$ cat src/rtl/cpu_ctrl_pkg.sv
// Shared encodings for the multi-cycle CPU control path:
// FSM states, opcodes, ALUOp codes and datapath select codes.
package cpu_ctrl_pkg;

    typedef enum logic [3:0] {
        S_FETCH  = 4'd0,
        S_DECODE = 4'd1,
        S_MEMADR = 4'd2,
        S_MEMRD  = 4'd3,
        S_MEMWB  = 4'd4,
        S_MEMWR  = 4'd5,
        S_REXEC  = 4'd6,
        S_RWB    = 4'd7,
        S_IEXEC  = 4'd8,
        S_IWB    = 4'd9,
        S_BRANCH = 4'd10
    } state_e;

    localparam logic [2:0] OP_RTYPE = 3'b000;
    localparam logic [2:0] OP_ANDI  = 3'b001;
    localparam logic [2:0] OP_ORI   = 3'b010;
    localparam logic [2:0] OP_ADDI  = 3'b011;
    localparam logic [2:0] OP_SLTI  = 3'b100;
    localparam logic [2:0] OP_LW    = 3'b101;
    localparam logic [2:0] OP_SW    = 3'b110;
    localparam logic [2:0] OP_BEQ   = 3'b111;

    localparam logic [2:0] FUNCT_DIV = 3'b011;

    localparam logic [1:0] ALUOP_ADD   = 2'b00;
    localparam logic [1:0] ALUOP_SUB   = 2'b01;
    localparam logic [1:0] ALUOP_RTYPE = 2'b10;
    localparam logic [1:0] ALUOP_ITYPE = 2'b11;

    localparam logic [1:0] SRCB_REG  = 2'b00;
    localparam logic [1:0] SRCB_TWO  = 2'b01;
    localparam logic [1:0] SRCB_IMM  = 2'b10;
    localparam logic [1:0] SRCB_BOFF = 2'b11;

    localparam logic [1:0] PCSRC_ALU    = 2'b00;
    localparam logic [1:0] PCSRC_ALUOUT = 2'b01;

endpackage

$ cat src/rtl/ctrl_wait_counter.sv
// Loadable 4-bit down-counter that saturates at zero.
// Used to hold the execute state for multi-cycle ALU ops.
module ctrl_wait_counter (
    input  logic       clk_i,
    input  logic       rst_ni,
    input  logic       load_i,
    input  logic [3:0] load_val_i,
    input  logic       dec_i,
    output logic       zero_o
);

    logic [3:0] cnt_q;
    logic [3:0] cnt_d;

    // Load has priority; decrement stops at zero.
    always_comb begin
        cnt_d = cnt_q;
        if (load_i) begin
            cnt_d = load_val_i;
        end else if (dec_i && (cnt_q != 4'd0)) begin
            cnt_d = cnt_q - 4'd1;
        end
    end

    // Counter register, cleared by reset.
    always_ff @(posedge clk_i or negedge rst_ni) begin
        if (!rst_ni) begin
            cnt_q <= 4'd0;
        end else begin
            cnt_q <= cnt_d;
        end
    end

    assign zero_o = (cnt_q == 4'd0);

endmodule

$ cat src/rtl/multicycle_control.sv
// Multi-cycle main control FSM: sequences fetch/decode/execute/
// memory/writeback and decodes datapath controls from the state.
module multicycle_control
    import cpu_ctrl_pkg::*;
#(
    parameter int DIV_CYCLES = 4
) (
    input  logic       Clock,
    input  logic       Reset_n,
    input  logic [2:0] Opcode,
    input  logic [2:0] Funct,
    input  logic       Zero,
    input  logic       MemReady,
    output logic       PCWrite,
    output logic       PCWriteCond,
    output logic       IRWrite,
    output logic       MemRead,
    output logic       MemWrite,
    output logic       RegWrite,
    output logic       IorD,
    output logic       MemToReg,
    output logic       RegDst,
    output logic       ALUSrcA,
    output logic [1:0] ALUSrcB,
    output logic [1:0] PCSource,
    output logic [1:0] ALUOp,
    output logic [3:0] State,
    output logic       InstrDone
);

    localparam logic [3:0] DIV_LOAD = 4'(DIV_CYCLES - 1);

    state_e state_q;
    state_e state_d;
    logic   wait_zero;
    logic   wait_load;
    logic   unused_zero;

    // Zero feeds the datapath's conditional PC write, not the FSM.
    assign unused_zero = Zero;

    assign wait_load = (state_q == S_DECODE) && (state_d == S_REXEC);

    ctrl_wait_counter u_wait (
        .clk_i      (Clock),
        .rst_ni     (Reset_n),
        .load_i     (wait_load),
        .load_val_i ((Funct == FUNCT_DIV) ? DIV_LOAD : 4'd0),
        .dec_i      (state_q == S_REXEC),
        .zero_o     (wait_zero)
    );

    // State register.
    always_ff @(posedge Clock or negedge Reset_n) begin
        if (!Reset_n) begin
            state_q <= S_FETCH;
        end else begin
            state_q <= state_d;
        end
    end

    // Next-state logic.
    always_comb begin
        state_d = state_q;
        case (state_q)
            S_FETCH:  if (MemReady) state_d = S_DECODE;
            S_DECODE: begin
                case (Opcode)
                    OP_RTYPE: state_d = S_REXEC;
                    OP_ANDI, OP_ORI,
                    OP_ADDI, OP_SLTI: state_d = S_IEXEC;
                    OP_LW, OP_SW: state_d = S_MEMADR;
                    default: state_d = S_BRANCH;
                endcase
            end
            S_MEMADR: state_d = (Opcode == OP_LW) ? S_MEMRD : S_MEMWR;
            S_MEMRD:  if (MemReady) state_d = S_MEMWB;
            S_MEMWB:  state_d = S_FETCH;
            S_MEMWR:  if (MemReady) state_d = S_FETCH;
            S_REXEC:  if (wait_zero) state_d = S_RWB;
            S_RWB:    state_d = S_FETCH;
            S_IEXEC:  state_d = S_IWB;
            S_IWB:    state_d = S_FETCH;
            S_BRANCH: state_d = S_FETCH;
            default:  state_d = S_FETCH;
        endcase
    end

    // Output decode from state; reset masks everything but the PC+2 select.
    always_comb begin
        PCWrite     = 1'b0;
        PCWriteCond = 1'b0;
        IRWrite     = 1'b0;
        MemRead     = 1'b0;
        MemWrite    = 1'b0;
        RegWrite    = 1'b0;
        IorD        = 1'b0;
        MemToReg    = 1'b0;
        RegDst      = 1'b0;
        ALUSrcA     = 1'b0;
        ALUSrcB     = SRCB_REG;
        PCSource    = PCSRC_ALU;
        ALUOp       = ALUOP_ADD;
        InstrDone   = 1'b0;
        case (state_q)
            S_FETCH: begin
                MemRead = 1'b1;
                ALUSrcB = SRCB_TWO;
                IRWrite = MemReady;
                PCWrite = MemReady;
            end
            S_DECODE: ALUSrcB = SRCB_BOFF;
            S_MEMADR: begin
                ALUSrcA = 1'b1;
                ALUSrcB = SRCB_IMM;
            end
            S_MEMRD: begin
                MemRead = 1'b1;
                IorD    = 1'b1;
            end
            S_MEMWB: begin
                RegWrite  = 1'b1;
                MemToReg  = 1'b1;
                InstrDone = 1'b1;
            end
            S_MEMWR: begin
                MemWrite  = 1'b1;
                IorD      = 1'b1;
                InstrDone = MemReady;
            end
            S_REXEC: begin
                ALUSrcA = 1'b1;
                ALUOp   = ALUOP_RTYPE;
            end
            S_RWB: begin
                RegDst    = 1'b1;
                RegWrite  = 1'b1;
                ALUSrcA   = 1'b1;
                ALUOp     = ALUOP_RTYPE;
                InstrDone = 1'b1;
            end
            S_IEXEC: begin
                ALUSrcA = 1'b1;
                ALUSrcB = SRCB_IMM;
                ALUOp   = ALUOP_ITYPE;
            end
            S_IWB: begin
                RegWrite  = 1'b1;
                ALUSrcA   = 1'b1;
                ALUSrcB   = SRCB_IMM;
                ALUOp     = ALUOP_ITYPE;
                InstrDone = 1'b1;
            end
            S_BRANCH: begin
                ALUSrcA     = 1'b1;
                ALUOp       = ALUOP_SUB;
                PCWriteCond = 1'b1;
                PCSource    = PCSRC_ALUOUT;
                InstrDone   = 1'b1;
            end
            default: ;
        endcase
        if (!Reset_n) begin
            PCWrite     = 1'b0;
            PCWriteCond = 1'b0;
            IRWrite     = 1'b0;
            MemRead     = 1'b0;
            MemWrite    = 1'b0;
            RegWrite    = 1'b0;
            IorD        = 1'b0;
            MemToReg    = 1'b0;
            RegDst      = 1'b0;
            ALUSrcA     = 1'b0;
            ALUSrcB     = SRCB_TWO;
            PCSource    = PCSRC_ALU;
            ALUOp       = ALUOP_ADD;
            InstrDone   = 1'b0;
        end
    end

    assign State = state_q;

endmodule

$ cat config.mk
export PLATFORM = sky130hd
export DESIGN_NAME = multicycle_control
export DESIGN_NICKNAME = d
export VERILOG_FILES = /design/src/rtl/cpu_ctrl_pkg.sv /design/src/rtl/ctrl_wait_counter.sv /design/src/rtl/multicycle_control.sv
export SDC_FILE = /design/constraint.sdc
export NUM_CORES = 1
export LEC_CHECK = 0
export ABC_AREA = 1
export CAP_MARGIN = 5
export CORE_ASPECT_RATIO = 0.7
export CORE_MARGIN = 2
export CORE_UTILIZATION = 35
export DETAILED_ROUTE_END_ITERATION = 8
export PLACE_DENSITY_LB_ADDON = 0.3
export REMOVE_ABC_BUFFERS = 1
export SLEW_MARGIN = 20
export SYNTH_ARGS = -nofsm -noshare
export SYNTH_HDL_FRONTEND = slang
export SYNTH_HIERARCHICAL = 1
export SYNTH_SLANG_ARGS = --single-unit
$ cat constraint.sdc
create_clock -name Clock -period 3 [get_ports Clock]
set_input_delay 0.6 -clock Clock [delete_from_list [all_inputs] [get_ports Clock]]
set_output_delay 0.6 -clock Clock [all_outputs]
set_load 0.02 [all_outputs]
======== Word-level counts from Yosys, hierarchy flattened ========
Index checks and enable logic that the tools add are counted.
W data, S select, Z words.
operators by class
  equal/unequal tests ..................... 18
  mux-type cells .......................... 36
  add/subtract/negate cells ............... 1
  reduce and logical (&&, ||, !) cells .... 17
operators with widths
  kind                   number
  $pmux W4 S7            1
  $mux W4                6
  $eq A4 B3 Y1 const B   5
  $mux W1                20
  $eq A4 B4 Y1 const B   3
  $pmux W2 S3            2
  $pmux W4 S3            1
  $reduce_or A2 Y1       5
  $eq A3 B2 Y1 const B   3
  $eq A3 B3 Y1 const B   3
  $eq A4 B2 Y1 const B   2
  $logic_not A4 Y1       2
  $mux W2                4
  $reduce_or A4 Y1       2
  $reduce_or A3 Y1       2
  $reduce_or A6 Y1       1
  $eq A4 B1 Y1 const B   1
  $reduce_bool A4 Y1     1
  $sub A4 B1 Y4 const B  1
  $eq A3 B1 Y1 const B   1
  $logic_not A3 Y1       1
  $mux W3                1
  $logic_and A1 B1 Y1    2
  $pmux W1 S2            1
  $reduce_bool A2 Y1     1
storage, ports and cells
  flip-flop bits (word level) ............. 8
  output and inout bits ................... 21
  word-level logic and storage cells ...... 74

======== Longest topological paths before layout ========
Gate-level depths: netlist of run 1.
  word-level depth ........................ 7
  mapped depth ............................ 9

======== By module ========
Netlist of run 1, hierarchy kept.
by module, submodules not included
  module              area each (um2)  sequential area each (um2)  cells each  instances
  multicycle_control  533.0            100.1                       95          1
  ctrl_wait_counter   295.3            100.1                       46          1

======== Worst setup path after synthesis of run 1 ========
Ideal clock, no wire load.
  path kind ............................... reg-to-output
  start ................................... register state_q[3] (netlist: State[3])
  end ..................................... output PCWrite
  cell stages (with the launch flop) ...... 5
  required time ........................... 2400 ps
  setup slack ............................. 791 ps
  arrival ................................. 1609 ps
  cell sequence ........................... dfrtp_1 nor2_4 nand2_1 nor3_1 buf_4
on the way
  longest elaborated chain between the ends .. 3
ends and longest elaborated chain
  element                 RTL line                  text
  start, declared         multicycle_control.sv:33  state_e state_q;
  start signal, assigned  multicycle_control.sv:58  state_q <= state_d;
  $logic_not A4 Y1        n/a
  $mux W1 (2 in series)   n/a
  end, declared           multicycle_control.sv:14  output logic PCWrite,
Every way passes these cells.

======== Worst setup path after layout of run 1 ========
  start ................................... input Reset_n
  end ..................................... output PCWrite
on the way
  longest elaborated chain between the ends .. 1
ends and longest elaborated chain
  element          RTL line                   text
  start, declared  multicycle_control.sv:9    input logic Reset_n,
  $mux W1          multicycle_control.sv:163  if (!Reset_n) begin
Every way passes these cells.

==> results of run 1 <==
## power by group through the flow
| stage | clock network [W] | logic, W | registers [W] |
|---|---|---|---|
| final | 0.0000815 | 0.000738 | 0.000230 |
| after global routing | 0.0000933 | 0.000816 | 0.000242 |
| after CTS | 0.0000847 | 0.000736 | 0.000230 |
| after detailed placement | 0 | 0.000734 | 0.000232 |
| after global placement | 0 | 0.000718 | 0.000230 |
| after floorplan | 0 | 0.000451 | 0.000251 |
## synth_stat cells
master and n:
nand2_2 4, nand2_4 1, a21oi_1 3, o211ai_1 1, clkinv_1 2, inv_1 16, nor3_1 2, nor2_2 1
inv_2 4, nand3b_1 4, nand2_1 53, nor2_4 5, buf_4 3, nor2_1 11, o21ai_1 1, nand3_1 16
conb_1 1, o21ai_0 4, ha_1 1, dfrtp_1 8
## per-layer routing
layer,track usage [%],routed length [um],vias up
met2,26.5,902,17
met3,4.24,87,0
li1,-,-,497
met1,21.4,1010,417
met4,1.33,0,0
met5,0,0,-
## through the flow
| stage | power [W] | utilization (%) | worst slack [ps] | std cells | cell area, um2 |
|---|---|---|---|---|---|
| after floorplan | 0.000702 | - | 706 | 140 | 813 |
| after global placement | 0.000948 | 52.1 | 193 | 201 | 1140 |
| after detailed placement | 0.000966 | 52.1 | 124 | 201 | 1140 |
| after CTS | 0.00105 | 53.1 | 118 | 204 | 1160 |
| after global routing | 0.00115 | 53.4 | 90.2 | 204 | 1170 |
| final | 0.00105 | 53.4 | 180 | 204 | 1170 |
## registers in the layout (all words and copies together) (netlist names)
name          cells
State             4
u_wait/cnt_q      4
## cell type report
class	count	area, um2
inverters	22	82.6
fillers	209	1020
repair buffers	29	288
multi-input cells	110	536
well taps	32	40.0
clock buffers	3	22.5
flip-flops and latches	8	200
## worst max-delay path, stage by stage
cell             delay (ps)
clkdlybuf4s50_1         480
clkinv_1                230
nor3_2                  260
clkdlybuf4s50_1         650
## cell families after synthesis
family,count (synthesis)
simple gates,97
buf+inv,25
flops,8
compound gates,9
fa+ha+maj,1
other cells,1
## cells in the final DEF, fill, tap and decap left out
master / netlist / layout
a21oi_1: 3 / 3
nand2_2: 4 / 4
buf_4: 3 / 1
o21ai_0: 4 / 4
inv_2: 4 / 4
dfrtp_1: 8 / 8
o21ai_1: 1 / 1
nor2_2: 1 / 1
clkinv_1: 2 / 2
clkdlybuf4s50_1: 0 / 28
nand3_1: 16 / 16
nor3_2: 0 / 1
nand3b_1: 4 / 4
nor2_1: 11 / 11
nor3_1: 2 / 1
nor2_4: 5 / 5
o211ai_1: 1 / 1
ha_1: 1 / 1
nand2_4: 1 / 1
inv_1: 16 / 16
clkbuf_4: 0 / 3
conb_1: 1 / 3
nand2_1: 53 / 53
## path summary, 6_finish.rpt
check                           startpoint               to  cells after the start
max                                Reset_n          PCWrite                      4
min                        u_wait/cnt_q[1]  u_wait/cnt_q[1]                      2
max reg2reg                       State[3]  u_wait/cnt_q[2]                      8
min reg2reg                u_wait/cnt_q[1]  u_wait/cnt_q[1]                      2
max in group asynchronous          Reset_n         State[2]                      2
min in group asynchronous          Reset_n         State[1]                      2
## timing repair
item	CTS	global route
endpoints found under the setup margin	0	1
hold endpoints to repair	0	0
gates resized for setup	0	1
==> run summary, run 1 <==
The flow ran to the end, and the final reports show no timing, DRC or antenna violations. For this block, the routed nets add up to 2000 um of wire. Buffer levels on the longest clock path: 2. At the end of routability-driven placement, the weighted congestion stood at 0.849. VDD sags by at most 0.329 mV.

A synthesized cell averages 5.87 um2. The synthesis warning total is 6, and the remaining design rule violation count is 0. Synthesis produced 141 cells. The capturing element type of the critical path was an output port.

The netlist uses 20 different library cells. The tools report the die footprint as 2780 um2. The run gives 543 ps as the minimum hold slack. From bottom edge to top edge, the die measures 44.7 um. Summed over its instances, the top area cell type makes up 24.2% of the synthesized netlist area.

In this run the static leakage power is 0.615 nW. Summing the areas of all xor and xnor instances in the mapped netlist gives 0% of the synthesized area. The count of nets left with antenna violations once routing finished came out at 0. Clock skew on the completed layout was measured at 2.98 ps. The count of hold-fix buffers inserted at cts was 0. The tools report the clock latency on the worst-skew pair as 250 ps. The cell area after synthesis was 828 um2. The via count of the first global-routing pass is 827. In this run the horizontal extent of the chip is 62.1 um. The tools report the count of final max-slew check failures as 0. The share of final-layout standard cells stronger than drive strength 1 was 11.6%.

The net switching share of the total power was 52.2%. The category of the critical setup timing path was input port to output port. Summing over every cut layer, the via total after detailed routing is 931. The per-cell routed wire length is 9.82 um, and the clock edge transition at the registers on the reported setup and hold paths is 50 ps. Entering global routing, the biggest net connects 15 pins.

The clock network accounts for 7.8% of the total power. The run gives 2220 ps as the arrival time of data at the critical path endpoint. Cell internal power was estimated by the tool at 0.000502 W. Setup repair after global routing left no endpoint under its margin.

The number of register bits inferred by synthesis is 8, and the adder and majority cell fraction of the synthesized area is 1.51%. The logs give 24.2% for the fraction of the yosys area taken by sequential cells and 0 for the final setup violation count. Multiplexer cells account for 0% of the synthesized area. In this run the register-to-register setup slack is 1470 ps. During placement, the flow inserted port buffers numbering 28. Of all nets on the critical path, the largest fanout is 9. The worst setup path is launched from an input port.

The DRC marker count from the first detailed-route iteration is 42, and the number of diodes added for antenna fixing is 0. The worst path in the final design needs a cycle of 2820 ps, including I/O delays and setup. The core area was 2190 um2.

By area the synthesized netlist is led by dfrtp_1 (24%), nand2_1 (24%), nand3_1 (9.7%). The tools report the number of hold violations in the final report as 0. The tree is rooted in a clkbuf_4. Sequential cells burn 21.9% of the power. The share of the synthesized area in compound gates (AO/OA/AOI/OAI) was 5.74%.

For this design the ratio of total power to cell area is 898 nW/um2. The logs give 1 for the count of H-tree levels built during CTS and 1670 um for the final HPWL from detailed placement. The run gives 0 as the total of max-cap violations.

Compared with the post-synthesis result, the final layout area differs by 41.1%. The tightest min-delay check is of the flop to flop type. The required time of the worst setup path is 2400 ps, and the number of vias per cell after detailed routing is 4.56. Once the floorplan was initialized, standard cells occupied 37.8% of the core. After Yosys synthesis, and, or, nand and nor cells account for 55.4% of the synthesized area.

Combinational logic burns 70.3% of the power. The I/O pin count was 31; the total clock sinks was 8. The first global-routing pass estimated 3500 um of wire.

Post-CTS timing repair inserted 0 buffers for setup. In the final timing run, aggregate negative setup slack is 0 ps. After synthesis, the largest family of logic cells by area is simple AND/OR/NAND/NOR gates. The count of TritonRoute iterations in the first routing pass was 4. The floorplan has 14 rows. Summed over all instances, the cell type with the most area after synthesis is dfrtp_1. The global-route usage over all layers is 15.7%, and the switching power summed over all nets is 0.000548 W. TritonCTS built the clock tree. The logs give 0 for the initial antenna violation count and 3 for the number of buffers created by CTS. The final worst-path cycle share was 94.0%. Summed over all layers, the global routing overflow is 0. For the maximum achievable frequency, the log shows 355 MHz. For this run, the post-layout net count is 185.
Note: power is estimated with default switching activity, not from simulation.
==> run 2, diff against run 1 <==
Settings changed: PLACE_DENSITY set to 0.66, PLACE_DENSITY_LB_ADDON 0.3 to unset.
Clock period 3 ns to 3.6 ns, I/O delays scaled along.
==> run 2 against run 1 <==
Global-route usage rose by 0.56 points. Sequential cell count unchanged. Non-clock buffer count is the same. Clock-buffer cell count is the same. Largest power group unchanged. Highest routed layer unchanged.
==> run summary, run 2 (synthesis results as in run 1) <==
The I/O pin count came out at 31 (unchanged). Remaining design rule violation count: 0 (unchanged). The required time of the worst setup path came out at 2880 ps (+480 ps).

The number of gates resized after CTS came out at 0 (unchanged). The count of TritonRoute iterations in the first routing pass is 4 (unchanged). In this run the critical register-to-register path is captured at u_wait/cnt_q[2]. The net count of the finished layout came out at 185 (unchanged).

The most frequent cell on the critical path was clkdlybuf4s50_1. The run gives 16.2% (+0.56 points) as the global-route usage over all layers. Setup repair after global routing left no endpoint under its margin.

The number of vias per cell after detailed routing is 4.71 (+3.2%), and the number of standard-cell rows in the floorplan is 14 (unchanged). The tools report the final weighted congestion in routability-driven placement as 0.827 (-2.6%). The tools report the critical register-to-register path startpoint as State[3].

Number of cells on the worst reg-to-reg path: 8 (unchanged). The biggest cell delay along the critical path is 650 ps (about the same). The largest individual stage delay along the critical path comes from the cell clkdlybuf4s50_1. After layout, the worst path uses 85.9% of the clock period. The clock latency on the worst-skew pair is 260 ps (about the same). STA classifies the critical path startpoint as an input port.

From synthesis to final layout, the design area changed by 40.5%. Most common cell after layout, fill and taps aside: nand2_1. The tools report the final HPWL from detailed placement as 1750 um (+5.0%). The maximum VDD drop came out at 0.294 mV (-10%). Origin of the worst min-delay path: u_wait/cnt_q[0].

For the initial antenna violation count, the log shows 0 (unchanged). The post-placement worst setup slack came out at 518 ps (+394 ps). The clock period minus worst slack came out at 3090 ps. The tools report the number of diodes added for antenna fixing as 0 (unchanged). The critical path in this run is classified as input port to output port.

The run gives 796 (-3.7%) as the via count of the first global-routing pass. Count of H-tree levels built during CTS: 1 (unchanged). Walking the worst path, the cells encountered are clkdlybuf4s50_1, clkinv_1, nor3_1, clkdlybuf4s50_1. The maximum number of pins on one net before global-route repair is 15 (unchanged), and the DRC marker count from the first detailed-route iteration is 61 (+45%).

The logs give 509 ps (+329 ps) for the worst setup margin and 1160 um2 (-0.43%) for the post-route cell area. STA classifies the critical path endpoint as an output port. Vertical die dimension: 44.7 um (unchanged). For the setup slack of the most critical reg-to-reg path, the log shows 2050 ps (+580 ps). The number of hold violations in the final report is 0 (unchanged), and the maximum fanout along the worst path is 9 (unchanged).

The tools report the count of hold-fix buffers inserted at cts as 0 (unchanged). The tools report the core area as 2190 um2 (unchanged). TritonCTS built the clock tree. Total buffers and inverters traversed by the critical path: 3 (unchanged). Total of max-cap violations: 0 (unchanged). Buffer cell driving the clock tree root: clkbuf_4. The antenna violation net count after detailed routing came out at 0 (unchanged). The logs give 0 (unchanged) for the count of final max-slew check failures and 37.8% (unchanged) for the effective utilization at floorplan.

The tools report the reported leakage power as 0.614 nW (-0.17%). The logs give 5.50 ps (+2.52 ps) for the worst-case clock skew and 539 ps (-4.24 ps) for the minimum hold slack. The clock edge transition at the registers on the reported setup and hold paths was 60 ps (about the same); the total clock sinks was 8 (unchanged). The total placed instance area is 1140 um2 (unchanged). Worst min-delay path class: flop to flop. For the number of buffers created by CTS, the log shows 3 (unchanged). The critical path starts at Reset_n. The run finished with clean final reports. The share of final-layout standard cells stronger than drive strength 1 came out at 11.0% (-0.58 points). The total global routing overflow was 0 (unchanged); the routed wire length was 2160 um (+8.0%). The library cells used most frequently in the layout, excluding fill and tap cells, are nand2_1 (53), clkdlybuf4s50_1 (28), inv_1 (16), nand3_1 (16), nor2_1 (11). The run gives 0 (unchanged) as the number of setup buffers added after CTS.

Sum of negative setup slack: 0 ps (unchanged). The overall die width is 62.1 um (unchanged). The worst-case hold path end point was u_wait/cnt_q[0]. The per-cell routed wire length is 10.6 um (+8.0%), and the final cell utilization of the core is 53.1% (-0.23 points). Fill cell instance count of the final layout: 230 (+10%). Power density of the placed cells: 757 nW/um2 (-16%).

The total of buffers placed on input and output ports was 28 (unchanged). The buffer levels on the longest clock path came out at 2 (unchanged). Final setup violation count: 0 (unchanged). The die footprint came out at 2780 um2 (unchanged). The arrival time of data at the critical path endpoint was 2370 ps (+150 ps); the total number of vias was 961 (+3.2%). The worst hold path stage count was 2 (unchanged). The logs give 3600 um (+2.9%) for the global-route wire length before repair and 324 MHz for the maximum achievable frequency. The largest delay contributor family on the critical path is buffers and inverters.
## run 2: cell count changes in the layout (fill, tap and decap cells not counted)
cell / change
nor3_1: +1
nor3_2: -1
## run 2: area by class of cell
type	instances	area, um2	area share (%)
multi-input combinational	110	531	45.6
tap	32	40.0	3.44
inverter	22	82.6	7.10
clock buffer	3	22.5	1.94
sequential	8	200	17.2
timing repair buffer	29	288	24.7
## run 2: metal layers
layer	track usage (%)	vias up	wire (um)
met3	3.74	0	108
met1	23.1	435	1080
met5	0	-	0
met2	26.7	27	976
met4	1.33	0	0
li1	-	499	-
## run 2: how the worst max path moves through the flow
| stage | cells after the start | end |
|---|---|---|
| 6_report | 4 | IRWrite |
| 3_3_place_gp | 4 | IRWrite |
| 2_1_floorplan | 2 | IRWrite |
| 4_1_cts | 4 | IRWrite |
| 5_1_grt | 4 | IRWrite |
| 3_5_place_dp | 4 | IRWrite |
## run 2: tightest hold or removal path: stages (launching register included)
cell and delay [ps]:
dfrtp_1 360, nand3_1 80, nand2_1 70
## run 2: stage by stage
stage	total power [W]	instances
after floorplan	0.000585	140
after global placement	0.000795	201
after detailed placement	0.000807	201
after CTS	0.000881	204
after global routing	0.000959	204
final	0.000881	204
## run 2: power by group
| part | internal [W] | leakage [nW] | total [W] | switching (W) |
|---|---|---|---|---|
| sequential | 0.000133 | 0.102 | 0.000195 | 0.0000615 |
| clock | 0.0000383 | 0.0138 | 0.0000708 | 0.0000326 |
| combinational | 0.000246 | 0.498 | 0.000616 | 0.000370 |
| total | 0.000418 | 0.614 | 0.000881 | 0.000464 |
